===== config.mk =====
export PLATFORM = sky130hd
export DESIGN_NAME = instruction_fetch_queue
export DESIGN_NICKNAME = d
export VERILOG_FILES = /design/src/rtl/instruction_fetch_queue_pkg.sv /design/src/rtl/fetch_queue_fifo.sv /design/src/rtl/instruction_fetch_queue.sv
export VERILOG_INCLUDE_DIRS = /design/src /design/src/rtl
export SDC_FILE = /design/constraint.sdc
export NUM_CORES = 1
export LEC_CHECK = 0
export CAP_MARGIN = 10
export CORE_MARGIN = 2
export CORE_UTILIZATION = 34
export CTS_BUF_LIST = sky130_fd_sc_hd__clkbuf_8
export CTS_CLUSTER_SIZE = 12
export DETAILED_ROUTE_END_ITERATION = 6
export SLEW_MARGIN = 30
export SYNTH_ARGS = -nofsm -noshare
export SYNTH_HDL_FRONTEND = slang
export SYNTH_SLANG_ARGS = --single-unit
export TNS_END_PERCENT = 1

===== constraint.sdc =====
create_clock -name clk -period 4.7 [get_ports clk]
set_input_delay 0.705 -clock clk [delete_from_list [all_inputs] [get_ports clk]]
set_output_delay 0.705 -clock clk [all_outputs]
set_load 0.01 [all_outputs]

===== src/rtl/Header_File.svh =====
// ============================================================================
//  Header_File.svh
//  Shared datapath width for the instruction fetch block.
//  Revision: 1.0
// ============================================================================
`ifndef HEADER_FILE_SVH
`define HEADER_FILE_SVH

`define WIDTH 32

`endif


===== src/rtl/instruction_fetch_queue_pkg.sv =====
// ============================================================================
//  instruction_fetch_queue_pkg
//  Shared constants and types for the instruction fetch queue.
//  Revision: 1.0
// ============================================================================
`include "Header_File.svh"
`default_nettype none

package instruction_fetch_queue_pkg;

  localparam int WIDTH = `WIDTH;

  // Default queue depth (entries) and post-reset fetch address.
  localparam int              FQ_DEPTH = 4;
  localparam logic [WIDTH-1:0] RESET_PC = WIDTH'(32'h0000_0000);

  // Byte distance between the two words fetched in one cycle.
  localparam logic [WIDTH-1:0] C_WORD_BYTES = WIDTH'(4);
  // Fetch address advance for a full dual-word enqueue.
  localparam logic [WIDTH-1:0] C_PAIR_BYTES = WIDTH'(8);

  typedef struct packed {
    logic [WIDTH-1:0] pc;
    logic [WIDTH-1:0] instr;
  } fetch_entry_t;

  // Force a target address onto a word boundary.
  function automatic logic [WIDTH-1:0] word_align(input logic [WIDTH-1:0] addr);
    return {addr[WIDTH-1:2], 2'b00};
  endfunction

endpackage

`default_nettype wire


===== src/rtl/fetch_queue_fifo.sv =====
// ============================================================================
//  fetch_queue_fifo
//  Dual-push / dual-pop circular buffer of fetch entries. Pushes always
//  write two entries; pops are in-order (slot 1 only together with slot 0).
//  Revision: 1.0
// ============================================================================
`default_nettype none

module fetch_queue_fifo #(
  parameter int DEPTH = 4
) (
  input  logic                                      clk,
  input  logic                                      rst_n,
  input  logic                                      flush_i,
  input  logic                                      push_i,
  input  instruction_fetch_queue_pkg::fetch_entry_t push_entry0_i,
  input  instruction_fetch_queue_pkg::fetch_entry_t push_entry1_i,
  input  logic                                      ready0_i,
  input  logic                                      ready1_i,
  output logic                                      valid0_o,
  output logic                                      valid1_o,
  output instruction_fetch_queue_pkg::fetch_entry_t head_entry0_o,
  output instruction_fetch_queue_pkg::fetch_entry_t head_entry1_o,
  output logic [$clog2(DEPTH):0]                    count_o
);

  import instruction_fetch_queue_pkg::*;

  localparam int PTR_W = $clog2(DEPTH);
  localparam int CNT_W = PTR_W + 1;

  fetch_entry_t     mem_q [DEPTH];
  logic [PTR_W-1:0] head_q, head_d;
  logic [PTR_W-1:0] tail_q, tail_d;
  logic [CNT_W-1:0] count_q, count_d;
  logic [PTR_W-1:0] w_head_nxt;
  logic [PTR_W-1:0] w_tail_nxt;
  logic             w_pop0;
  logic             w_pop1;
  logic [CNT_W-1:0] w_pop_num;
  logic [CNT_W-1:0] w_push_num;

  // Pointer arithmetic wraps naturally because DEPTH is a power of two.
  assign w_head_nxt = head_q + PTR_W'(1);
  assign w_tail_nxt = tail_q + PTR_W'(1);

  assign valid0_o = (count_q >= CNT_W'(1));
  assign valid1_o = (count_q >= CNT_W'(2));

  // Slot 1 can only leave the queue behind slot 0.
  assign w_pop0 = valid0_o & ready0_i;
  assign w_pop1 = w_pop0 & valid1_o & ready1_i;

  assign w_pop_num  = CNT_W'(w_pop0) + CNT_W'(w_pop1);
  assign w_push_num = push_i ? CNT_W'(2) : CNT_W'(0);

  // Decode outputs are read straight out of storage.
  assign head_entry0_o = mem_q[head_q];
  assign head_entry1_o = mem_q[w_head_nxt];
  assign count_o       = count_q;

  // Next pointer/count; a flush discards everything including this cycle's pops.
  always_comb begin
    head_d  = head_q;
    tail_d  = tail_q;
    count_d = count_q;
    if (flush_i) begin
      head_d  = '0;
      tail_d  = '0;
      count_d = '0;
    end else begin
      head_d  = head_q + PTR_W'(w_pop_num);
      if (push_i) begin
        tail_d = tail_q + PTR_W'(2);
      end
      count_d = count_q + w_push_num - w_pop_num;
    end
  end

  // Pointer and occupancy state, cleared by reset.
  always_ff @(posedge clk or negedge rst_n) begin
    if (!rst_n) begin
      head_q  <= '0;
      tail_q  <= '0;
      count_q <= '0;
    end else begin
      head_q  <= head_d;
      tail_q  <= tail_d;
      count_q <= count_d;
    end
  end

  // Entry storage is intentionally not reset; valid bits qualify it.
  always_ff @(posedge clk) begin
    if (push_i && !flush_i) begin
      mem_q[tail_q]     <= push_entry0_i;
      mem_q[w_tail_nxt] <= push_entry1_i;
    end
  end

endmodule

`default_nettype wire


===== src/rtl/instruction_fetch_queue.sv =====
// ============================================================================
//  instruction_fetch_queue
//  Dual-issue fetch front end: holds the fetch PC, drives two instruction
//  memory ports, and queues returned words for decode. Redirect flushes the
//  queue and reloads the PC; stall freezes fetch but not dequeue.
//  Revision: 1.0
// ============================================================================
`default_nettype none

module instruction_fetch_queue #(
  parameter int FQ_DEPTH = instruction_fetch_queue_pkg::FQ_DEPTH,
  parameter logic [instruction_fetch_queue_pkg::WIDTH-1:0] RESET_PC =
    instruction_fetch_queue_pkg::RESET_PC
) (
  input  logic                                        clk,
  input  logic                                        rst_n,
  output logic [instruction_fetch_queue_pkg::WIDTH-1:0] Program_counter_IF_Pipeline_0,
  output logic [instruction_fetch_queue_pkg::WIDTH-1:0] Program_counter_IF_Pipeline_1,
  input  logic [instruction_fetch_queue_pkg::WIDTH-1:0] Instruction_IM_Pipeline_0,
  input  logic [instruction_fetch_queue_pkg::WIDTH-1:0] Instruction_IM_Pipeline_1,
  input  logic                                        Fetch_stall,
  input  logic                                        Redirect_valid,
  input  logic [instruction_fetch_queue_pkg::WIDTH-1:0] Redirect_pc,
  input  logic                                        Decode_ready_0,
  input  logic                                        Decode_ready_1,
  output logic                                        Valid_IF_Pipeline_0,
  output logic                                        Valid_IF_Pipeline_1,
  output logic [instruction_fetch_queue_pkg::WIDTH-1:0] Instruction_IF_Pipeline_0,
  output logic [instruction_fetch_queue_pkg::WIDTH-1:0] Instruction_IF_Pipeline_1,
  output logic [instruction_fetch_queue_pkg::WIDTH-1:0] Pc_IF_Pipeline_0,
  output logic [instruction_fetch_queue_pkg::WIDTH-1:0] Pc_IF_Pipeline_1
);

  import instruction_fetch_queue_pkg::*;

  localparam int CNT_W = $clog2(FQ_DEPTH) + 1;

  logic [WIDTH-1:0] fetch_pc_q, fetch_pc_d;
  logic [WIDTH-1:0] w_fetch_pc_p4;
  logic [CNT_W-1:0] w_count;
  logic             w_enq;
  fetch_entry_t     w_push0, w_push1;
  fetch_entry_t     w_head0, w_head1;

  assign w_fetch_pc_p4 = fetch_pc_q + C_WORD_BYTES;

  assign Program_counter_IF_Pipeline_0 = fetch_pc_q;
  assign Program_counter_IF_Pipeline_1 = w_fetch_pc_p4;

  // Room for a full pair is judged on the registered count only, so a
  // same-cycle dequeue never opens space early.
  assign w_enq = (w_count <= CNT_W'(FQ_DEPTH - 2)) && !Fetch_stall && !Redirect_valid;

  assign w_push0 = '{pc: fetch_pc_q,    instr: Instruction_IM_Pipeline_0};
  assign w_push1 = '{pc: w_fetch_pc_p4, instr: Instruction_IM_Pipeline_1};

  // Next fetch PC: redirect wins over everything, otherwise advance on enqueue.
  always_comb begin
    fetch_pc_d = fetch_pc_q;
    if (Redirect_valid) begin
      fetch_pc_d = word_align(Redirect_pc);
    end else if (w_enq) begin
      fetch_pc_d = fetch_pc_q + C_PAIR_BYTES;
    end
  end

  // Fetch PC register.
  always_ff @(posedge clk or negedge rst_n) begin
    if (!rst_n) begin
      fetch_pc_q <= RESET_PC;
    end else begin
      fetch_pc_q <= fetch_pc_d;
    end
  end

  fetch_queue_fifo #(
    .DEPTH (FQ_DEPTH)
  ) u_fifo (
    .clk           (clk),
    .rst_n         (rst_n),
    .flush_i       (Redirect_valid),
    .push_i        (w_enq),
    .push_entry0_i (w_push0),
    .push_entry1_i (w_push1),
    .ready0_i      (Decode_ready_0),
    .ready1_i      (Decode_ready_1),
    .valid0_o      (Valid_IF_Pipeline_0),
    .valid1_o      (Valid_IF_Pipeline_1),
    .head_entry0_o (w_head0),
    .head_entry1_o (w_head1),
    .count_o       (w_count)
  );

  assign Instruction_IF_Pipeline_0 = w_head0.instr;
  assign Instruction_IF_Pipeline_1 = w_head1.instr;
  assign Pc_IF_Pipeline_0          = w_head0.pc;
  assign Pc_IF_Pipeline_1          = w_head1.pc;

endmodule

`default_nettype wire


; Word level (Yosys, flattened, before mapping)
; Memory sizes are Yosys's and may differ from the RTL's.
; Cells that the tools add are included.
[totals]
ff_bits = 39
latchBits = 0
mem_bits_rw = 256
romBits = 0
in_bits = 102
out_inout_bits = 194
elab_cells = 35
n_memories = 1
[mem_list]
columns = memory, depth, word_bits, read_ports, rd_ports_with_merged_regs, write_ports, line_no
row1 = u_fifo.mem_q, 4, 64, 2, 0, 2, fetch_queue_fifo.sv:32  ; fetch_entry_t mem_q [DEPTH];
[classes]
add_sub_neg = 9
multipliers = 0
div_mod_pow = 0
n_lt_le_gt_ge = 3
n_eq_ne = 0
shift = 0
n_mux = 9
n_bitwise = 3
n_reduce_logical = 6
[op_table]
columns = cell, count
row1 = $mux 32, 2
row2 = $add 32x3->32 const B, 1
row3 = $add 32x4->32 const B, 1
row4 = $mux 2, 4
row5 = $add 2x1->2 const B, 2
row6 = $add 3x3->3, 1
row7 = $and 1x1->1, 3
row8 = $ge 3x1->1 const B, 1
row9 = $ge 3x2->1 const B, 1
row10 = $le 3x2->1 const B, 1
row11 = $logic_and 1x1->1, 3
row12 = $mux 3, 1
row13 = $sub 3x3->3, 1
row14 = $add 1x1->2, 1
row15 = $add 2x2->2, 1
row16 = $add 2x2->2 const B, 1
row17 = $logic_not 1->1, 2
row18 = $mux 1, 2
row19 = $reduce_bool 2->1, 1

; Logic depth before layout (Yosys ltp)
[logic_depth]
ltp_word = 7
ltp_mapped = 8
depth_no_buf = 8

; Cells and area by module
; Synthesis repeated with hierarchy kept, for this count alone.
[hier_totals]
hier_cells = 1009
area_unflattened_um2 = 15777.6
[modules_own_cells]
columns = mod, instances, cells_each, area_each_um2, seq_area_each_um2
row1 = fetch_queue_fifo, 1, 716, 13437.9, 7837.5
row2 = instruction_fetch_queue, 1, 293, 2339.7, 750.7

; Worst setup path before layout
; No wires, ideal clock.
[synth_path]
path_kind = input -> register
from = input Fetch_stall
to = memory u_fifo.mem_q[0][0] (netlist bit), enable pin
setup_ns = 0.416
arrival_ns = 3.149
required_time_ns = 4.284
setup_slack_ns = 1.135
cell_stages = 6
path_buffers = 3
path_cell_list = a2111o_1 -> or2_2 -> clkbuf_1 -> clkbuf_1 -> clkbuf_1 -> inv_1
[synth_rtl]
columns = element, line_no
row1 = "start, declared", instruction_fetch_queue.sv:21  ; input logic Fetch_stall,
row2 = "end, declared", fetch_queue_fifo.sv:32

; Worst setup path in the final report
[layout_path]
from = register fetch_pc_q[3] (netlist: Program_counter_IF_Pipeline_0[3])
to = output Program_counter_IF_Pipeline_1[24] (netlist bit)
[layout_between]
elab_chain_cells = 1
[layout_rtl]
columns = element, line_no
row1 = "start, declared", instruction_fetch_queue.sv:38  ; logic [WIDTH-1:0] fetch_pc_q, fetch_pc_d;
row2 = "start signal, assigned", instruction_fetch_queue.sv:72  ; fetch_pc_q <= fetch_pc_d;
row3 = $add 32x3->32, instruction_fetch_queue.sv:45  ; assign w_fetch_pc_p4 = fetch_pc_q + C_WORD_BYTES;
row4 = "end, declared", instruction_fetch_queue.sv:18  ; output logic [instruction_fetch_queue_pkg::WIDTH-1:0] Program_counter_IF_Pipeline_1,
; Every way passes these cells.

==> results.cfg <==
[outcome]
outcome = completed

[drt]
viasPerCell = 5.15
wirelength_um = 41300
drcViolationCount = 0
num_vias = 10200
routedWlPerCell_um = 20.8
first_pass_iters = 5
ant_nets = 0
dr.first_iter.drc_count = 733

[worst_setup_path]
cp_max_fo = 10
worstPathArrival_ps = 3770
slowest_delay_ps = 920
path_cells = ha_1 > nand3_1 > or4_1 > nor2_1 > xor2_1 > clkdlybuf4s50_1
crit_path_end_kind = output port
critPathBufInv = 1
start_kind = register
required_ps = 3990
critPathTopFamily = simple AND/OR/NAND/NOR gates
criticalPathCategory = reg -> out
critPathSlowestCell = or4_1

[logic_synthesis]
synth_cells = 1216
synth.distinct_cells = 50
ys_seq_area_share_pct = 54.4
ys_seq_elements = 284
ys.flop_type = edfxtp_1
synth_edf_count = 248
syn_area_per_cell_um2 = 12.6
ys_warn_count = 0
ys_async_sr_fraction_pct = 12.7
syn_area_um2 = 15300

[clock_network]
post_cts_resized = 0
cts.sinks = 284
clkLatencyLatePin_ps = 610
cts.clk_slew.worst_paths_ps = 60
htreeDepth = 2
cts_tree = built
cts_buffers = 51
cts_hold_buf = 0
cts_root_buf = clkbuf_8
clockBufferDepth = 3
post_cts_buffers = 0

[timing]
final_max_slew_viol_count = 0
fin_hold_ws_ps = 58.7
fmax_ghz = 0.223
fin_setup_tns_ps = 0
setup_viol = 0
hold_viol_final = 0
fin_crit_ps = 4480
slew_headroom_pct = 30.5
worst_pin_slew_ps = 1030
clock_skew_ps = 23.1
period_share_pct = 95.3
rsz0062_at_grt = no

[place]
numPortBuffers = 285
gp_congestion = 0.776
hpwl_um = 27400

[power_and_ir_drop]
switchingPower_mw = 3.04
internal-power_mw = 6.35
power.share.clock_pct = 22.9
powerDensity_nw_per_um2 = 489
peakVddDrop_v = 0.000325
power_frac_comb_pct = 40.9
p_leak_nw = 6.51
p_sw_share_pct = 32.4
total_power_mw = 9.38
seq_power_share_pct = 36.2

[cells_and_area]
final_cell_mix = clkdlybuf4s50_1, nand2_1, edfxtp_1
final_common_cell = clkdlybuf4s50_1
diodes = 0
nNetsFinal = 1462
fillers = 4091
area_growth_pct = 25.1
final_core_util_pct = 43.2
drive_above_1_share_pct = 16.6

[floorplanning]
core_um2 = 44400
std_cell_rows = 77
die_w_um = 216
chipHeight_um = 216
ios = 296
die-area_um2 = 46900
start_util_pct = 34.6

[global_routing]
grt_pass1_wl_um = 62600
antenna_found_initial = 0
grt_max_degree = 81
grt_overflow_total = 0
grt_util_all_layers_pct = 17.6
grt_pass1_vias = 10300

[worst_hold_path]
hp-class = in -> async

[job]
maxCapViolCount = 0
-- metal layers --
layer	routed length, um	vias up	global-route usage, %
met5	0	-	0
met4	1090	0	6.39
met3	2680	64	3.76
met2	19100	385	27.6
met1	18400	5175	24.2
li1	-	4601	-
-- synth_stat cells, types with 3 or more instances --
cell type	n	area (um2)
edfxtp_1	248	7450
o311a_1	3	30.0
nand2_1	262	983
buf_1	11	41.3
o21ai_0	17	85.1
nand3_1	34	170
clkbuf_1	181	679
mux4_2	124	2790
nor4_1	8	50.1
nor2_1	30	113
or4_1	10	75.1
xor2_1	23	201
ha_1	6	75.1
and2_1	6	37.5
and4_1	6	52.6
buf_6	5	56.3
inv_1	11	41.3
buf_2	19	95.1
or3_1	4	25.0
dfrtp_1	36	901
buf_4	14	105
xnor2_1	80	701
a31oi_1	6	37.5
o31ai_1	3	22.5
o211ai_1	3	22.5
nor3_1	14	70.1
a211o_1	4	35.0
nand4_1	21	131
-- power by group through the flow --
stage | clock network [mW] | registers (mW) | logic [mW]
6_report | 2.15 | 3.39 | 3.84
5_1_grt | 2.32 | 3.44 | 4.10
4_1_cts | 2.21 | 3.39 | 3.92
3_5_place_dp | 0 | 3.45 | 3.91
3_3_place_gp | 0 | 3.43 | 3.89
2_1_floorplan | 0 | 3.24 | 2.21
-- worst reg2reg max path, cell delays in order (launching register included) --
cell and delay (ps):
dfrtp_1 610, ha_1 380, nand3_4 200, nor4_2 860, buf_4 330, nand4_1 150
xnor2_1 170
-- registers in the layout (all words and copies together) (netlist names) --
name	count
Program_counter_IF_Pipeline_0	30
u_fifo.count_o	3
u_fifo.head_q	2
u_fifo.mem_q	248
u_fifo.tail_q	1
-- worst paths after layout --
| check | start | endpoint | slack (ps) | cells after the start |
|---|---|---|---|---|
| setup / recovery | Program_counter_IF_Pipeline_0[3]$_DFFE_PN0N_ | Program_counter_IF_Pipeline_1[24] | 220 | 6 |
| hold / removal | rst_n | Program_counter_IF_Pipeline_0[22]$_DFFE_PN0N_ | 60 | 1 |
| setup reg to reg | Program_counter_IF_Pipeline_0[4]$_DFFE_PN0N_ | u_fifo.mem_q[3][57]$_DFFE_PP_ | 1740 | 6 |
| hold reg to reg | u_fifo.tail_q[1]$_DFFE_PN0N_ | u_fifo.tail_q[1]$_DFFE_PN0N_ | 670 | 2 |
| max in group asynchronous | rst_n | u_fifo.head_q[0]$_DFF_PN0_ | 4230 | 1 |
| min in group clk | Redirect_pc[13] | Program_counter_IF_Pipeline_0[13]$_DFFE_PN0N_ | 660 | 3 |
-- cell families after synthesis --
family	count (synthesis)	synth area share [%]
simple gates	411	12.2
flops	284	54.4
buf+inv	242	6.66
mux	125	18.3
xor+xnor	103	5.88
compound gates	43	1.96
fa+ha+maj	7	0.620
other cells	1	0.0244
-- layout make-up --
cell class | instances | area, um2 | share of cell area [%]
clock buffer | 54 | 743 | 3.87
sequential | 284 | 8360 | 43.5
multi-input combinational | 697 | 6020 | 31.4
timing repair buffer | 307 | 3100 | 16.2
tap | 592 | 741 | 3.86
clock inverter | 38 | 185 | 0.964
inverter | 12 | 52.6 | 0.274
-- through the flow --
stage          area [um2]  worst slack [ps]  instances
2_1_floorplan       15400              1140       1223
3_3_place_gp        18300               829       1891
3_5_place_dp        18300               761       1891
4_1_cts             19200              64.4       1983
5_1_grt             19200              6.27       1984
6_report            19200               220       1984
Power figures use the tool's default switching activity.
